`src/rtl/atom_loader_pkg.sv`:
```
// Shared types and .ATM header layout for the Atom image loader.
package atom_loader_pkg;

  typedef enum logic [2:0] {
    S_IDLE,
    S_HDR,
    S_DATA,
    S_SKIP,
    S_DRAIN,
    S_DONE
  } state_t;

  localparam int ATM_HDR_LEN = 22;

  // Byte offsets inside the header; bytes 0-15 hold the file name.
  localparam logic [4:0] HDR_LOAD_LO = 5'd16;
  localparam logic [4:0] HDR_LOAD_HI = 5'd17;
  localparam logic [4:0] HDR_EXEC_LO = 5'd18;
  localparam logic [4:0] HDR_EXEC_HI = 5'd19;
  localparam logic [4:0] HDR_LEN_LO  = 5'd20;
  localparam logic [4:0] HDR_LEN_HI  = 5'd21;

  function automatic logic [15:0] le16(input logic [7:0] lo, input logic [7:0] hi);
    return {hi, lo};
  endfunction

endpackage

```
`src/rtl/atom_loader_fifo.sv`:
```
// Show-ahead byte FIFO; push when full and pop when empty are ignored, clr empties it.
// Zero-latency read: pop_dat is the head entry whenever empty is low.
module atom_loader_fifo #(
  parameter int DEPTH = 4,
  parameter int W     = 8
) (
  input  logic                     clk_sys,
  input  logic                     reset,
  input  logic                     clr,
  input  logic                     push,
  input  logic [W-1:0]             push_dat,
  input  logic                     pop,
  output logic [W-1:0]             pop_dat,
  output logic                     full,
  output logic                     empty,
  output logic [$clog2(DEPTH):0]   count
);

  localparam int AW = $clog2(DEPTH);

  logic [W-1:0]  mem [DEPTH];
  logic [AW-1:0] wr_ptr;
  logic [AW-1:0] rd_ptr;
  logic          do_push;
  logic          do_pop;

  assign full    = (count == (AW + 1)'(DEPTH));
  assign empty   = (count == '0);
  assign do_push = push && !full;
  assign do_pop  = pop && !empty;
  assign pop_dat = mem[rd_ptr];

  always_ff @(posedge clk_sys) begin
    if (do_push && !clr) mem[wr_ptr] <= push_dat;
  end

  always_ff @(posedge clk_sys or posedge reset) begin
    if (reset) begin
      wr_ptr <= '0;
      rd_ptr <= '0;
      count  <= '0;
    end else if (clr) begin
      wr_ptr <= '0;
      rd_ptr <= '0;
      count  <= '0;
    end else begin
      if (do_push) wr_ptr <= wr_ptr + 1'b1;
      if (do_pop)  rd_ptr <= rd_ptr + 1'b1;
      if (do_push && !do_pop)      count <= count + 1'b1;
      else if (!do_push && do_pop) count <= count - 1'b1;
    end
  end

endmodule

```
`src/rtl/atom_loader.sv`:
```
// Streams an HPS download into Atom memory, one write per two cycles; ioctl_wait throttles at FIFO_DEPTH-1.
// ATOM_LOADER_ATM_HEADER_EN enables .ATM header parsing; otherwise raw images load at LOAD_BASE.
module atom_loader
  import atom_loader_pkg::*;
#(
  parameter logic [15:0] LOAD_BASE  = 16'h2900,
  parameter int          FIFO_DEPTH = 4
) (
  input  logic        clk_sys,
  input  logic        reset,
  input  logic        ioctl_download,
  input  logic        ioctl_wr,
  input  logic [24:0] ioctl_addr,
  input  logic [7:0]  ioctl_dout,
  output logic        ioctl_wait,
  output logic        cpu_hold,
  output logic        mem_we_n,
  output logic [15:0] mem_addr,
  output logic [7:0]  mem_din,
  output logic [15:0] exec_addr,
  output logic        load_done,
  output logic        err
);

  localparam int CW = $clog2(FIFO_DEPTH) + 1;
  localparam logic [CW-1:0] WAIT_LVL = CW'(FIFO_DEPTH - 1);

  state_t        state;
  logic          dl_q;
  logic          dl_rise;
  logic          dl_fall;
  logic          phase;
  logic          drain_wr;
  logic          drain_write;
  logic          pop;
  logic          push_en;
  logic          wr_byte;
  logic [7:0]    pop_dat;
  logic          fifo_full;
  logic          fifo_empty;
  logic [CW-1:0] fifo_count;
  logic [CW-1:0] count_nxt;
  logic          unused_addr;

`ifdef ATOM_LOADER_ATM_HEADER_EN
  logic [4:0]    hdr_cnt;
  logic [15:0]   rem;
  logic [15:0]   load_reg;
  logic [15:0]   exec_reg;
  logic [7:0]    len_lo;
  logic [15:0]   hdr_len;

  assign hdr_len     = le16(len_lo, pop_dat);
  assign drain_write = drain_wr && (rem != 16'h0);
`else
  assign drain_write = drain_wr;
`endif

  assign unused_addr = ^ioctl_addr;
  assign dl_rise     = ioctl_download && !dl_q;
  assign dl_fall     = !ioctl_download && dl_q;
  assign push_en     = ioctl_wr && !fifo_full && !dl_rise;
  assign wr_byte     = pop && !phase &&
                       ((state == S_DATA) || ((state == S_DRAIN) && drain_write));

  always_comb begin
    pop = 1'b0;
    case (state)
      S_HDR:   pop = !fifo_empty;
      S_DATA:  pop = !fifo_empty && !phase;
      S_SKIP:  pop = !fifo_empty;
      S_DRAIN: pop = !fifo_empty && (!drain_write || !phase);
      default: pop = 1'b0;
    endcase
  end

  // ioctl_wait is registered from the next-cycle level so it tracks the FIFO count exactly.
  always_comb begin
    count_nxt = fifo_count;
    if (dl_rise)              count_nxt = '0;
    else if (push_en && !pop) count_nxt = fifo_count + 1'b1;
    else if (!push_en && pop) count_nxt = fifo_count - 1'b1;
  end

  atom_loader_fifo #(
    .DEPTH (FIFO_DEPTH),
    .W     (8)
  ) u_fifo (
    .clk_sys  (clk_sys),
    .reset    (reset),
    .clr      (dl_rise),
    .push     (push_en),
    .push_dat (ioctl_dout),
    .pop      (pop),
    .pop_dat  (pop_dat),
    .full     (fifo_full),
    .empty    (fifo_empty),
    .count    (fifo_count)
  );

  always_ff @(posedge clk_sys or posedge reset) begin
    if (reset) begin
      state      <= S_IDLE;
      dl_q       <= 1'b0;
      phase      <= 1'b0;
      drain_wr   <= 1'b0;
      mem_we_n   <= 1'b1;
      mem_addr   <= 16'h0;
      mem_din    <= 8'h0;
      ioctl_wait <= 1'b0;
      cpu_hold   <= 1'b0;
      exec_addr  <= 16'h0;
      load_done  <= 1'b0;
      err        <= 1'b0;
`ifdef ATOM_LOADER_ATM_HEADER_EN
      hdr_cnt    <= 5'd0;
      rem        <= 16'h0;
      load_reg   <= 16'h0;
      exec_reg   <= 16'h0;
      len_lo     <= 8'h0;
`endif
    end else begin
      dl_q       <= ioctl_download;
      ioctl_wait <= (count_nxt >= WAIT_LVL);
      load_done  <= 1'b0;
      if (ioctl_wr && fifo_full) err <= 1'b1;

      if (dl_rise) begin
        err      <= 1'b0;
        phase    <= 1'b0;
        drain_wr <= 1'b0;
        mem_we_n <= 1'b1;
        cpu_hold <= 1'b1;
`ifdef ATOM_LOADER_ATM_HEADER_EN
        hdr_cnt  <= 5'd0;
        load_reg <= LOAD_BASE;
        exec_reg <= LOAD_BASE;
        state    <= S_HDR;
`else
        mem_addr <= LOAD_BASE;
        state    <= S_DATA;
`endif
      end else begin
        // Write engine shared by DATA and DRAIN; a pending phase B always completes.
        if (phase) begin
          mem_we_n <= 1'b1;
          mem_addr <= mem_addr + 1'b1;
          phase    <= 1'b0;
        end else if (wr_byte) begin
          mem_din  <= pop_dat;
          mem_we_n <= 1'b0;
          phase    <= 1'b1;
`ifdef ATOM_LOADER_ATM_HEADER_EN
          rem      <= rem - 1'b1;
`endif
        end

        case (state)
          S_IDLE: ;
`ifdef ATOM_LOADER_ATM_HEADER_EN
          S_HDR: begin
            if (dl_fall) begin
              err      <= 1'b1;
              drain_wr <= 1'b0;
              state    <= S_DRAIN;
            end else if (pop) begin
              hdr_cnt <= hdr_cnt + 1'b1;
              case (hdr_cnt)
                HDR_LOAD_LO: load_reg[7:0]  <= pop_dat;
                HDR_LOAD_HI: load_reg[15:8] <= pop_dat;
                HDR_EXEC_LO: exec_reg[7:0]  <= pop_dat;
                HDR_EXEC_HI: exec_reg[15:8] <= pop_dat;
                HDR_LEN_LO:  len_lo         <= pop_dat;
                default: ;
              endcase
              if (hdr_cnt == HDR_LEN_HI) begin
                rem      <= hdr_len;
                mem_addr <= load_reg;
                state    <= (hdr_len == 16'h0) ? S_SKIP : S_DATA;
              end
            end
          end
`endif
          S_DATA: begin
            if (dl_fall) begin
              drain_wr <= 1'b1;
              state    <= S_DRAIN;
            end
`ifdef ATOM_LOADER_ATM_HEADER_EN
            else if (phase && (rem == 16'h0)) begin
              state <= S_SKIP;
            end
`endif
          end
          S_SKIP: begin
            if (dl_fall) begin
              drain_wr <= 1'b0;
              state    <= S_DRAIN;
            end
          end
          S_DRAIN: begin
            if (fifo_empty && !phase) begin
`ifdef ATOM_LOADER_ATM_HEADER_EN
              if (drain_wr && (rem != 16'h0)) err <= 1'b1;
`endif
              state <= S_DONE;
            end
          end
          S_DONE: begin
`ifdef ATOM_LOADER_ATM_HEADER_EN
            exec_addr <= exec_reg;
`else
            exec_addr <= LOAD_BASE;
`endif
            load_done <= 1'b1;
            cpu_hold  <= 1'b0;
            state     <= S_IDLE;
          end
          default: state <= S_IDLE;
        endcase
      end
    end
  end

endmodule
```
`config.mk`:
```
export PLATFORM = sky130hd
export DESIGN_NAME = atom_loader
export DESIGN_NICKNAME = d
export VERILOG_FILES = /design/src/rtl/atom_loader_pkg.sv /design/src/rtl/atom_loader_fifo.sv /design/src/rtl/atom_loader.sv
export SDC_FILE = /design/constraint.sdc
export NUM_CORES = 1
export LEC_CHECK = 0
export ABC_AREA = 1
export BUFFER_PORTS_ARGS = -buffer_cell sky130_fd_sc_hd__buf_2
export CORE_ASPECT_RATIO = 0.6
export CORE_MARGIN = 3
export CORE_UTILIZATION = 30
export CTS_BUF_LIST = sky130_fd_sc_hd__clkbuf_8 sky130_fd_sc_hd__clkbuf_16
export DETAILED_ROUTE_END_ITERATION = 8
export GPL_TIMING_DRIVEN = 0
export PLACE_DENSITY = 0.52
export SYNTH_ARGS = -nofsm -noshare
export SYNTH_HDL_FRONTEND = slang
export SYNTH_SLANG_ARGS = --single-unit
```
`constraint.sdc`:
```
create_clock -name clk_sys -period 2.21 [get_ports clk_sys]
set_input_delay 0 -clock clk_sys [delete_from_list [all_inputs] [get_ports clk_sys]]
set_output_delay 0 -clock clk_sys [all_outputs]
set_load 0.05 [all_outputs]
```
==> summary.txt <==
Outcome
  – Outcome: complete, no violations

Floorplan
  – Initial Utilization: 31.5%
  – Site Rows: 30
  – Die ar.: 13,600 µm²
  – CORE AREA: 11,600 µm²
  – Chip height: 91.4 µm
  – Die Width: 148 µm
  – # IOs: 82

Finish
  – N_diodes: 0
  – Final core occ: 39.4%
  – Share of cells above drive strength 1: 25.8%
  – Finished Layout Cells: 625
  – Nets: 507
  – Fillers: 1,152
  – P&R area growth vs syn: 25.2%

Route
  – Avg Vias per Cell: 4.40
  – Post-DRT Antenna Nets: 0
  – Final wirelength: 8290 µm
  – Iter 0 DRT Violations: 155
  – Vias: 2,747
  – DR pass1 iterations: 4
  – WL per Instance: 13.3 µm
  – Residual DRC: 0

Place
  – DP HPWL: 5960 µm
  – Cell Count Post-Placement: 598
  – Placer Congestion: 0.757
  – IO Port Bufs: 43

Global route
  – First-pass GRT wire length: 13,800 µm
  – Largest net degree at the start of global routing: 35
  – Overall routing resource usage: 13.1%
  – Initial antenna violation count: 0
  – Vias in the first global route: 2,549
  – Remaining global-route overflow: 0

CTS
  – Setup Buffers After CTS: 0
  – Clock buffer depth: 2
  – H-tree depth: 3
  – Worst-path clk slew: 0.06 ns
  – CTS tree: built
  – Clock sink count: 75
  – Skew-Pair Late Insertion Delay: 0.33 ns
  – Cts bufs inserted: 9
  – Root buffer cell: clkbuf_16

STA
  – Endpoints failing setup: 0
  – RSZ-0062 raised after global routing: true
  – Final hold vios: 0
  – Slew margin rel.: 56.4%
  – Hold_ws: 0.148 ns
  – Final min period: 2.04 ns
  – Clock skew: 0.00881 ns
  – Slew @ Worst Pin: 0.653 ns
  – Final Cycle Share: 92.4%
  – Slew Limit Fails: 0
  – Fmax: 0.490 GHz

Yosys
  – Seq/Total Area, Yosys: 55.8%
  – Synth area leaders: dfrtp_1 29%, edfxtp_1 26%, nand2_1 7.1%
  – Cells after synthesis: 382
  – Cell taking the most area after synthesis: dfrtp_1
  – Synth top area share: 28.8%
  – #FFs+latches synth: 75
  – Yosys warns: 0
  – Syn_area_per_cell: 9.55 µm²
  – Cell variety after synth: 40
  – Cell area after synthesis: 3650 µm²

Critical path
  – Crit-path cells: inv_1, ha_1, nand2_1, nand2_2, nor2_4, inv_2, nor2_2
  – CP Launch Type: register
  – Critical R2R Capture: u_fifo.mem[2][1]$_DFFE_PP_
  – CP Max Fanout: 8
  – Crit-path slowest cell: dfrtp_1
  – Critical Path RT: 2.18 ns
  – Reg2Reg Launch Point: u_fifo.count[0]$_DFFE_PP0P_
  – Crit Path Class: register to register
  – Slowest stage delay, CP: 0.39 ns
  – R2R Setup Slk: 0.17 ns
  – CP delay by family, top: simple AND/OR/NAND/NOR gates
  – CP Buf/Inv Count: 2
  – CP Capture Type: register
  – CP arrival: 2.02 ns
  – Reg2reg path depth: 7

Pwr
  – Overall Power: 5.85 mW
  – P_leak: 2.03 nW
  – Worst vdd ir: 466 µV
  – Power per Cell Area: 1280 nW/µm²

Hold path
  – Hold Crit Class: input pin to async pin

Flow run
  – Max Cap Violations: 0
==> layout make-up <==
type | instances | area [µm²] | area share [%]
plain buffers | 23 | 160 | 3.51
clock buffers | 9 | 225 | 4.93
clock inverters | 7 | 82.6 | 1.81
inverters | 40 | 155 | 3.40
multi-input cells | 256 | 1360 | 29.8
flip-flops and latches | 75 | 2040 | 44.6
well taps | 160 | 200 | 4.38
repair buffers | 55 | 345 | 7.56
==> worst max path at each step <==
stage / from / to / depth (start not counted)
after global routing: u_fifo.count[0]$_DFFE_PP0P_ / u_fifo.mem[2][1]$_DFFE_PP_ / 7
after floorplan: u_fifo.count[0]$_DFFE_PP0P_ / u_fifo.mem[0][0]$_DFFE_PP_ / 7
final: u_fifo.count[0]$_DFFE_PP0P_ / u_fifo.mem[2][1]$_DFFE_PP_ / 7
after CTS: u_fifo.count[0]$_DFFE_PP0P_ / u_fifo.mem[3][7]$_DFFE_PP_ / 7
after detailed placement: u_fifo.count[0]$_DFFE_PP0P_ / u_fifo.mem[3][2]$_DFFE_PP_ / 7
after global placement: u_fifo.count[0]$_DFFE_PP0P_ / u_fifo.mem[3][3]$_DFFE_PP_ / 7
==> Yosys cell counts <==
library cell,instances
nor2_4,2
o211ai_1,1
inv_2,10
clkbuf_1,3
ha_1,10
nand4_1,7
nand3_2,1
o22ai_1,8
buf_2,2
nand2_2,8
nand3b_1,1
dfrtp_1,42
nand2_1,69
a21oi_1,13
buf_4,17
nor4_1,1
nor3_4,1
and3_1,1
nor3_1,7
nand2_4,4
nand2_8,1
o21ai_2,1
o21ai_0,33
buf_6,1
o31ai_1,1
edfxtp_1,32
nor2_2,2
nand3_1,16
or2_2,1
dfstp_2,1
a21oi_2,1
xnor2_1,2
clkinv_4,1
inv_1,29
conb_1,1
o21ai_1,3
or2_1,1
nand3_4,1
nor2_1,45
xor2_1,1
==> what timing repair did <==
item                                    CTS  global route
hold buffers                             11             0
gates resized for setup                   4             2
hold endpoints to repair                 76             0
endpoints found under the setup margin   24            16
==> stage by stage <==
stage	TNS (ns)	setup WS, ns	instance area (µm²)
3_5_place_dp	-2.05	-0.141	4130
3_3_place_gp	-1.57	-0.130	4110
2_1_floorplan	0	0.398	3690
5_1_grt	-0.000768	-0.000768	4570
6_report	0	0.167	4570
4_1_cts	0	0.102	4560
==> state kept, by name, indices dropped and copies added (netlist names) <==
name and cells:
exec_addr 1, mem_addr 16, dl_q 1, mem_din 8
u_fifo.rd_ptr 2, cpu_hold 1, ioctl_wait 1, u_fifo.wr_ptr 2
err 1, u_fifo.mem 32, phase 1, drain_wr 1
u_fifo.count 3, mem_we_n 1, load_done 1, state 3
==> power breakdown <==
part	leakage, nW	switching, mW	internal, mW	total (mW)
clock	0.145	0.614	0.892	1.51
sequential	0.831	0.193	1.77	1.96
combinational	1.06	1.68	0.712	2.39
total	2.03	2.48	3.37	5.85
==> logic make-up after synthesis <==
| family | synth area share [%] |
|---|---|
| compound gates | 8.98 |
| xor+xnor | 0.720 |
| fa+ha+maj | 3.43 |
| buf+inv | 8.64 |
| flops | 55.8 |
| other cells | 0.103 |
| simple gates | 22.3 |
==> worst reg2reg max path, cell delays in order (launching register included) <==
cell and delay (ns):
dfrtp_1 0.39, inv_1 0.11, ha_1 0.29, nand2_1 0.10, nand2_2 0.09, nor2_4 0.18
inv_2 0.12, nor2_2 0.39
==> per-layer routing <==
metal / wire, µm / up-vias / global-route usage [%] / share of wire (%)
li1: - / 1401 / - / -
met3: 412 / 8 / 3.74 / 5.0
met1: 4350 / 1274 / 20.1 / 52
met2: 3430 / 64 / 17.5 / 41
met5: 0 / - / 0 / 0
met4: 103 / 0 / 4.38 / 1.2
==> layout by cell type, fill, tap and decap left out, types with 2 or more instances in the layout <==
master         Yosys  layout
buf_4             17      17
nor3_1             7       7
nand4_1            7       7
o21ai_1            3       3
xnor2_1            2       2
dlygate4sd3_1      0      11
buf_2              2      45
clkbuf_16          0       9
inv_1             29      28
ha_1              10      10
conb_1             1      13
nand2_2            8       8
inv_6              0       2
inv_2             10      11
nor2_1            45      41
a21oi_1           13      13
nor2_2             2       4
nand2_1           69      69
clkinv_4           1       2
o22ai_1            8       8
o21ai_0           33      33
clkbuf_1           3       3
edfxtp_1          32      32
nor2_4             2       4
nand3_1           16      16
clkinvlp_4         0       2
dfrtp_1           42      42
nand2_4            4       4
No activity file was read; power rests on OpenSTA's default activity.
